==> src/rtl/aes_pkg.sv <==
// Shared AES-128 constants, FSM state type and GF(2^8)/S-box/round-key helpers.
package aes_pkg;

    localparam int unsigned NUM_ROUNDS = 10;
    localparam int unsigned KEY_BUS_W  = (NUM_ROUNDS + 1) * 128;
    localparam logic [3:0]  LAST_ROUND = 4'(NUM_ROUNDS);

    typedef enum logic [1:0] {
        StIdle,
        StRound,
        StDone
    } aes_state_e;

    // Forward S-box, entry v at [2047-8v -: 8].
    localparam logic [2047:0] SBOX_TABLE = {
        128'h637c777bf26b6fc53001672bfed7ab76,
        128'hca82c97dfa5947f0add4a2af9ca472c0,
        128'hb7fd9326363ff7cc34a5e5f171d83115,
        128'h04c723c31896059a071280e2eb27b275,
        128'h09832c1a1b6e5aa0523bd6b329e32f84,
        128'h53d100ed20fcb15b6acbbe394a4c58cf,
        128'hd0efaafb434d338545f9027f503c9fa8,
        128'h51a3408f929d38f5bcb6da2110fff3d2,
        128'hcd0c13ec5f974417c4a77e3d645d1973,
        128'h60814fdc222a908846eeb814de5e0bdb,
        128'he0323a0a4906245cc2d3ac629195e479,
        128'he7c8376d8dd54ea96c56f4ea657aae08,
        128'hba78252e1ca6b4c6e8dd741f4bbd8b8a,
        128'h703eb5664803f60e613557b986c11d9e,
        128'he1f8981169d98e949b1e87e9ce5528df,
        128'h8ca1890dbfe6426841992d0fb054bb16
    };

    function automatic logic [7:0] sbox_byte(input logic [7:0] b);
        return SBOX_TABLE[2047 - 8 * int'(b) -: 8];
    endfunction

    function automatic logic [7:0] xtime(input logic [7:0] b);
        return {b[6:0], 1'b0} ^ (b[7] ? 8'h1b : 8'h00);
    endfunction

    // Round key r sits at [KEY_BUS_W-1-128r -: 128]; out-of-range indices yield zero.
    function automatic logic [127:0] round_key(input logic [KEY_BUS_W-1:0] keys,
                                               input logic [3:0]           r);
        if (r > LAST_ROUND) begin
            return '0;
        end
        return keys[KEY_BUS_W - 1 - 128 * int'(r) -: 128];
    endfunction

endpackage

==> src/rtl/ShiftRows.sv <==
// ShiftRows: row r of the column-major state rotates left by r bytes.
module ShiftRows (
    input  logic [127:0] state_i,
    output logic [127:0] state_o
);

    for (genvar r = 0; r < 4; r++) begin : g_row
        for (genvar c = 0; c < 4; c++) begin : g_col
            assign state_o[127 - 8 * (r + 4 * c) -: 8] =
                state_i[127 - 8 * (r + 4 * ((c + r) % 4)) -: 8];
        end
    end

endmodule

==> src/rtl/mix_columns.sv <==
// MixColumns over four independent state columns in GF(2^8).
module mix_columns
    import aes_pkg::*;
(
    input  logic [127:0] state_i,
    output logic [127:0] state_o
);

    for (genvar c = 0; c < 4; c++) begin : g_col
        logic [7:0] a0, a1, a2, a3;

        assign a0 = state_i[127 - 32 * c -: 8];
        assign a1 = state_i[119 - 32 * c -: 8];
        assign a2 = state_i[111 - 32 * c -: 8];
        assign a3 = state_i[103 - 32 * c -: 8];

        assign state_o[127 - 32 * c -: 8] = xtime(a0) ^ xtime(a1) ^ a1 ^ a2 ^ a3;
        assign state_o[119 - 32 * c -: 8] = a0 ^ xtime(a1) ^ xtime(a2) ^ a2 ^ a3;
        assign state_o[111 - 32 * c -: 8] = a0 ^ a1 ^ xtime(a2) ^ xtime(a3) ^ a3;
        assign state_o[103 - 32 * c -: 8] = xtime(a0) ^ a0 ^ a1 ^ a2 ^ xtime(a3);
    end

endmodule

==> src/rtl/sbox.sv <==
// Single-byte AES forward S-box lookup.
module sbox
    import aes_pkg::*;
(
    input  logic [7:0] data_i,
    output logic [7:0] data_o
);

    assign data_o = sbox_byte(data_i);

endmodule

==> src/rtl/subBytes.sv <==
// SubBytes: sixteen parallel S-box lookups over the 128-bit state.
module subBytes (
    input  logic [127:0] state_i,
    output logic [127:0] state_o
);

    for (genvar k = 0; k < 16; k++) begin : g_byte
        sbox u_sbox (
            .data_i (state_i[127 - 8 * k -: 8]),
            .data_o (state_o[127 - 8 * k -: 8])
        );
    end

endmodule

==> src/rtl/aes_round_engine.sv <==
// Iterative AES-128 encryptor: one full round per clock, valid/ready on both sides.
// The round-key bus is not latched; the source holds it from acceptance to out_valid.
module aes_round_engine
    import aes_pkg::*;
(
    input  logic                 clk_i,
    input  logic                 rst_ni,
    input  logic                 in_valid_i,
    output logic                 in_ready_o,
    input  logic [127:0]         plaintext_i,
    input  logic [KEY_BUS_W-1:0] keys_i,
    output logic                 out_valid_o,
    input  logic                 out_ready_i,
    output logic [127:0]         ciphertext_o,
    output logic                 busy_o
);

    aes_state_e   fsm_q, fsm_d;
    logic [127:0] state_q, state_d;
    logic [3:0]   round_cnt_q, round_cnt_d;

    logic [127:0] sb_out, sr_out, mc_out, rk, round_out;

    subBytes u_sub_bytes (
        .state_i (state_q),
        .state_o (sb_out)
    );

    ShiftRows u_shift_rows (
        .state_i (sb_out),
        .state_o (sr_out)
    );

    mix_columns u_mix_columns (
        .state_i (sr_out),
        .state_o (mc_out)
    );

    // 11:1 round-key mux; the final round skips MixColumns.
    assign rk        = round_key(keys_i, round_cnt_q);
    assign round_out = ((round_cnt_q == LAST_ROUND) ? sr_out : mc_out) ^ rk;

    assign ciphertext_o = state_q;

    // State, round counter and FSM registers.
    always_ff @(posedge clk_i or negedge rst_ni) begin
        if (!rst_ni) begin
            fsm_q       <= StIdle;
            state_q     <= '0;
            round_cnt_q <= '0;
        end else begin
            fsm_q       <= fsm_d;
            state_q     <= state_d;
            round_cnt_q <= round_cnt_d;
        end
    end

    // Next-state and handshake decode.
    always_comb begin
        fsm_d       = fsm_q;
        state_d     = state_q;
        round_cnt_d = round_cnt_q;
        in_ready_o  = 1'b0;
        out_valid_o = 1'b0;
        busy_o      = 1'b0;

        unique case (fsm_q)
            StIdle: begin
                in_ready_o = 1'b1;
                if (in_valid_i) begin
                    state_d     = plaintext_i ^ round_key(keys_i, 4'd0);
                    round_cnt_d = 4'd1;
                    fsm_d       = StRound;
                end
            end
            StRound: begin
                busy_o = 1'b1;
                // Counter values outside 1..NUM_ROUNDS are unreachable; recover to idle.
                if (round_cnt_q == 4'd0 || round_cnt_q > LAST_ROUND) begin
                    round_cnt_d = '0;
                    fsm_d       = StIdle;
                end else begin
                    state_d = round_out;
                    if (round_cnt_q == LAST_ROUND) begin
                        round_cnt_d = '0;
                        fsm_d       = StDone;
                    end else begin
                        round_cnt_d = round_cnt_q + 4'd1;
                    end
                end
            end
            StDone: begin
                out_valid_o = 1'b1;
                if (out_ready_i) begin
                    fsm_d = StIdle;
                end
            end
            default: begin
                fsm_d       = StIdle;
                round_cnt_d = '0;
            end
        endcase
    end

endmodule
==> config.mk <==
export PLATFORM = sky130hd
export DESIGN_NAME = aes_round_engine
export DESIGN_NICKNAME = d
export VERILOG_FILES = /design/src/rtl/aes_pkg.sv /design/src/rtl/ShiftRows.sv /design/src/rtl/mix_columns.sv /design/src/rtl/sbox.sv /design/src/rtl/subBytes.sv /design/src/rtl/aes_round_engine.sv
export SDC_FILE = /design/constraint.sdc
export NUM_CORES = 2
export LEC_CHECK = 0
export CAP_MARGIN = 20
export CORE_AREA = 2 2 643 645
export DETAILED_ROUTE_END_ITERATION = 6
export DIE_AREA = 0 0 645 647
export GPL_TIMING_DRIVEN = 1
export SETUP_SLACK_MARGIN = 0.02
export SLEW_MARGIN = 20
export SYNTH_ARGS = -nofsm -noshare
export SYNTH_HDL_FRONTEND = slang
export SYNTH_SLANG_ARGS = --single-unit
==> constraint.sdc <==
create_clock -name clk_i -period 8.7 [get_ports clk_i]
set_clock_uncertainty 0.1 [all_clocks]
set_input_delay 0.87 -clock clk_i [delete_from_list [all_inputs] [get_ports clk_i]]
set_output_delay 0.87 -clock clk_i [all_outputs]
set_load 0.01 [all_outputs]
# [Word-level counts from Yosys, hierarchy flattened]
# Index checks and enable logic that the tools add are counted.
[word_totals] output_inout_bits=131 wordCells=171 input_bits=1540 register_bits=134
[classes] n_lt_le_gt_ge=1 n_bitwise=83 n_eq_ne=7 reduce_logical=7 muxes=35 add_sub_neg=18 shift=17
[op_table] operator="indexed part select 2055 x 12 -> 8 bit (first input constant)" n=16
[op_table] operator="indexed part select 1535 x 33 -> 128 bit" n=1
[op_table] operator="two-way mux 128 bit" n=5
[op_table] operator="bitwise XOR 8 bit" n=79
[op_table] operator="one-hot mux 128 bit (2 select lines)" n=1
[op_table] operator="bitwise XOR 128 bit" n=2
[op_table] operator="subtractor 11 x 11 -> 12 bit (first input constant)" n=17
[op_table] operator="two-way mux 5 bit" n=16
[op_table] operator="two-way mux 4 bit" n=3
[op_table] operator="one-hot mux 4 bit (3 select lines)" n=1
[op_table] operator="two-way mux 2 bit" n=4
[op_table] operator="bitwise XOR 8 x 5 -> 8 bit" n=1
[op_table] operator="inequality test 2 bit (second input constant)" n=3
[op_table] operator="one-hot mux 2 bit (3 select lines)" n=1
[op_table] operator="AND reduction 3 bit" n=2
[op_table] operator="adder 4 x 1 -> 4 bit (second input constant)" n=1
[op_table] operator="== test 4 bit (second input constant)" n=1
[op_table] operator="greater-than comparator 4 bit (second input constant)" n=1
[op_table] operator="logical NOT 4 bit" n=1
[op_table] operator="two-way mux 1 bit" n=4
[op_table] operator="inequality test 3 bit (second input constant)" n=1
[op_table] operator="== test 2 x 1 -> 1 bit (second input constant)" n=1
[op_table] operator="== test 2 bit (second input constant)" n=1
[op_table] operator="logical NOT 2 bit" n=1
[op_table] operator="other kinds (4)" n=4

# [Logic depth before layout (Yosys ltp)]
[depth] ltp_word=12 depth_mapped=23

# [Cells and area by module]
# Synthesis repeated with hierarchy kept, for this count alone.
[unflattened] hier_cells=12148 hier_area_um2=87159.8
[modules_own_cells] module="sbox" n_inst=16 cells_each=551 area_each_um2=3435.8 seq_area_each_um2=0.0
[modules_own_cells] module="aes_round_engine" n_inst=1 cells_each=2887 area_each_um2=25961.1 seq_area_each_um2=3353.2
[modules_own_cells] module="mix_columns" n_inst=1 cells_each=317 area_each_um2=5265.0 seq_area_each_um2=0.0
[modules_own_cells] module="ShiftRows" n_inst=1 cells_each=128 area_each_um2=960.9 seq_area_each_um2=0.0

# [Worst setup path after synthesis]
# OpenSTA, ideal clock, no wires.
[synth_timing] kind="reg-to-reg" start="register round_cnt_q[0]" end="register state_q[105] (netlist: ciphertext_o[105])" path_slack_ns=3.539 path_buffers=12 setup_time_ns=0.130 required_ns=8.470 path_stages_with_launch=23 t_arrival_ns=4.931 synth_period_minus_slack_ns=5.161 path_cell_list="dfrtp_1 buf_2 buf_4 buf_2 buf_2 clkbuf_1 clkbuf_1 inv_1 ha_1 buf_2 buf_2 buf_2 buf_2 buf_1 clkbuf_1 mux4_2 nand2_1 a21oi_1 a31oi_1 nor2_1 o31a_1 a21boi_0 mux2i_1"
[synth_via] elab_chain_cells=6
[synth_rtl] item="start: declaration" line_no="aes_round_engine.sv:20" text="logic [3:0] round_cnt_q, round_cnt_d;"
[synth_rtl] item="start signal: assignment" line_no="aes_round_engine.sv:54" text="round_cnt_q <= round_cnt_d;"
[synth_rtl] item="subtractor 11 x 11 -> 12 bit / greater-than comparator 4 bit (equally long branches)" line_no="aes_pkg.sv:48, aes_pkg.sv:45, aes_round_engine.sv:79"
[synth_rtl] item="indexed part select 1535 x 33 -> 128 bit / two-way mux 1 bit (equally long branches)" line_no="aes_pkg.sv:48, aes_pkg.sv:45"
[synth_rtl] item="two-way mux 128 bit" line_no="aes_pkg.sv:48" text="return keys[KEY_BUS_W - 1 - 128 * int'(r) -: 128];"
[synth_rtl] item="bitwise XOR 128 bit" line_no="aes_round_engine.sv:41" text="assign round_out = ((round_cnt_q == LAST_ROUND) ? sr_out : mc_out) ^ rk;"
[synth_rtl] item="two-way mux 128 bit" line_no="aes_round_engine.sv:79" text="if (round_cnt_q == 4'd0 || round_cnt_q > LAST_ROUND) begin"
[synth_rtl] item="one-hot mux 128 bit (2 select lines)" line_no="aes_round_engine.sv:67" text="unique case (fsm_q)"
[synth_rtl] item="end signal: assignment" line_no="aes_round_engine.sv:53" text="state_q <= state_d;"
[synth_rtl] item="end: declaration" line_no="aes_round_engine.sv:19" text="logic [127:0] state_q, state_d;"
# Parallel ways exist; a longest one is shown, timed or not. The select of a mux whose other input is x is not followed.
# A chain may end at the register's enable or synchronous reset.

# [Final worst setup path]
[layout_timing] start="register round_cnt_q[0]" end="register state_q[65] (netlist: ciphertext_o[65])"
# Same word-level chain as after synthesis.

==> flow_summary.toml <==
[outcome]
outcome = "finished, violations left"
violations = "design-rule violations"

[cts]
h-tree-depth = 4
clock_latency_ps = 570
cts_setup_buffers = 0
clkSinkCount = 134
cts_root_buffer = "clkbuf_16"
cts_tree = "built"
ctsLongestPathBuffers = 2
holdBufCountCts = 0
clk_pin_slew_ps = 80
cts_made_buffers = 17
cts_resized = 0

[global_routing]
track_usage = 0.3348
grt-ovfl-total = 0
grt_pass1_wl_mm = 962.9
grt_pass1_vias = 99930
grt_max_degree = 101
antenna_found_initial = 266

[floorplan]
dieArea_um2 = 417300
die_width_um = 645
rows = 236
core_um2 = 411000
io_pins = 1671
die_h_um = 647
start_util = 0.1972

[worst_setup_path]
reg2reg_from = "round_cnt_q[0]"
cp.required_ps = 8980
startpoint_type = "flop"
rrSetupSlack_ps = 2250
r2r-end = "ciphertext_o[65]"
cp_max_fo = 46
crit_end = "ciphertext_o[65]"
end_kind = "flop"
crit_path_start = "round_cnt_q[0]"
r2r_cells = 12
critPathArrivalTime_ps = 6730
path_class = "flop to flop"

[finish]
drive_gt1_frac = 0.1119
final_cells = 17690
area_growth_pct = 27.47
nets = 13830
nFillCells = 45720

[synth]
synth_nets = 13080
synthFlopType = "dfrtp_1"
ys_ff_latch = 134
synthCells = 11310
synth-seq-area-share = 0.04137
yosys_warnings = 0
async_flop_share = 1.000
synth_area_um2 = 81060
synth_edf_count = 0
ys_types = 126
synth_area_per_cell_um2 = 7.167

[route]
drt_wl_total_mm = 737.1
viasPerCell = 6.204
wl_per_cell_um = 41.67
drc = 3
drt_first_iter_violations = 20270
ant_nets = 0
routed-via-count = 109700
dr.pass1.iters = 7

[placed_design]
place_inst = 17510
gp_congestion = 1.058
dp_hpwl_mm = 588.1
portBuffers = 1670

[sta]
period_share = 0.7415
setup_viol = 0
slew_headroom = 0.1504
fin_crit_ps = 6451
drv_slew = 0
hold_viol = 0
tightest_slew_ps = 1265
hold_slack_ps = 202.0
fin_tns_setup_ps = 0
rsz0062_at_grt = "no"
fmax_mhz = 155.0

[job]
cap_violations = 0

[worst_hold_path]
hp-class = "input pin to asynchronous set/reset pin"
## per-layer routing
| layer | share of wire | GRT usage |
|---|---|---|
| met1 | 0.38 | 0.4092 |
| met4 | 0.092 | 0.2473 |
| met2 | 0.41 | 0.4872 |
| met5 | 0.00089 | 0 |
| met3 | 0.12 | 0.1109 |
## cell usage after synthesis (all sizes together) (207+ instances only)
cell type / number / area (µm²)
a21oi: 803 / 4023
a31oi: 362 / 2298
buf: 686 / 3590
clkbuf: 692 / 2600
ha: 229 / 2865
mux2i: 244 / 2442
mux4: 492 / 11080
nand2: 1034 / 3889
nand2b: 335 / 2096
nand3: 326 / 1632
nor2: 763 / 2877
nor2b: 307 / 1928
nor3: 354 / 1777
o211ai: 207 / 1564
o21ai: 905 / 4533
xnor2: 516 / 4557
xor2: 231 / 2038
## cell usage in the layout, fill, tap and decap left out, types with 243 or more instances in the layout
cell type,synthesis,final
mux2i_1,244,243
o21ai_0,879,873
a31oi_1,358,351
nand3_1,326,326
xnor2_1,511,500
clkdlybuf4s50_1,0,1669
a21oi_1,802,800
nand2_1,1031,1028
nor3_1,353,352
nor2_1,758,751
nor2b_1,306,306
mux4_2,492,492
buf_4,78,418
nand2b_1,335,333
## cell type report
type / count / area [µm²] / area share
Antenna cell: 146 / 365.4 / 0.003536
Clock buffer: 19 / 452.9 / 0.004384
Clock inverter: 13 / 110.1 / 0.001066
Inverter: 193 / 725.7 / 0.007023
Multi-Input combinational cell: 9605 / 71140 / 0.6885
Sequential cell: 134 / 3485 / 0.03372
Tap cell: 5474 / 6849 / 0.06629
Timing Repair Buffer: 2105 / 20200 / 0.1955
## flip-flops by register name (all words and copies together) (netlist names)
| name | flops |
|---|---|
| ciphertext_o | 128 |
| fsm_q | 2 |
| round_cnt_q | 4 |
## kinds of logic (layout without fill, tap and decap cells)
logic type | after synthesis | in the layout | synth area share
buffers and inverters | 1571 | 2330 | 0.08530
xor gates and xnor gates | 796 | 796 | 0.09501
and+or+nand+nor | 3721 | 3721 | 0.2257
adders and majority gates | 229 | 229 | 0.03535
DFF | 134 | 134 | 0.04137
AOI/OAI and AO/OA | 4074 | 4074 | 0.3437
other | 0 | 146 | 0
muxes | 785 | 785 | 0.1736
## worst max-delay path, stage by stage (launching register included)
cell and delay [ps]:
dfrtp_4 960, inv_1 220, ha_4 1060, buf_4 800
mux4_2 350, nand2_1 170, a21oi_1 300, a31oi_1 90
nor2_1 660, xor2_1 530, xnor2_1 170, xnor2_1 500
a221oi_1 210
## metrics by stage
step	util	area [µm²]	worst slack [ps]
4_1_cts	0.2503	102900	2237
6_report	0.2514	103300	2249
5_1_grt	0.2511	103200	2146
2_1_floorplan	-	81060	3539
3_5_place_dp	0.2489	102300	2247
3_3_place_gp	0.2488	102300	2211
## worst min-delay path by stage
| stage | to | depth (start not counted) |
|---|---|---|
| 4_1_cts | ciphertext_o[83] | 1 |
| 3_3_place_gp | ciphertext_o[14] | 2 |
| 5_1_grt | ciphertext_o[83] | 1 |
| 3_5_place_dp | ciphertext_o[14] | 2 |
| 2_1_floorplan | round_cnt_q[0] | 1 |
| 6_report | ciphertext_o[83] | 1 |
Power is not shown: default switching activity piles up to over one toggle a cycle in this logic, so the estimate is an artifact.
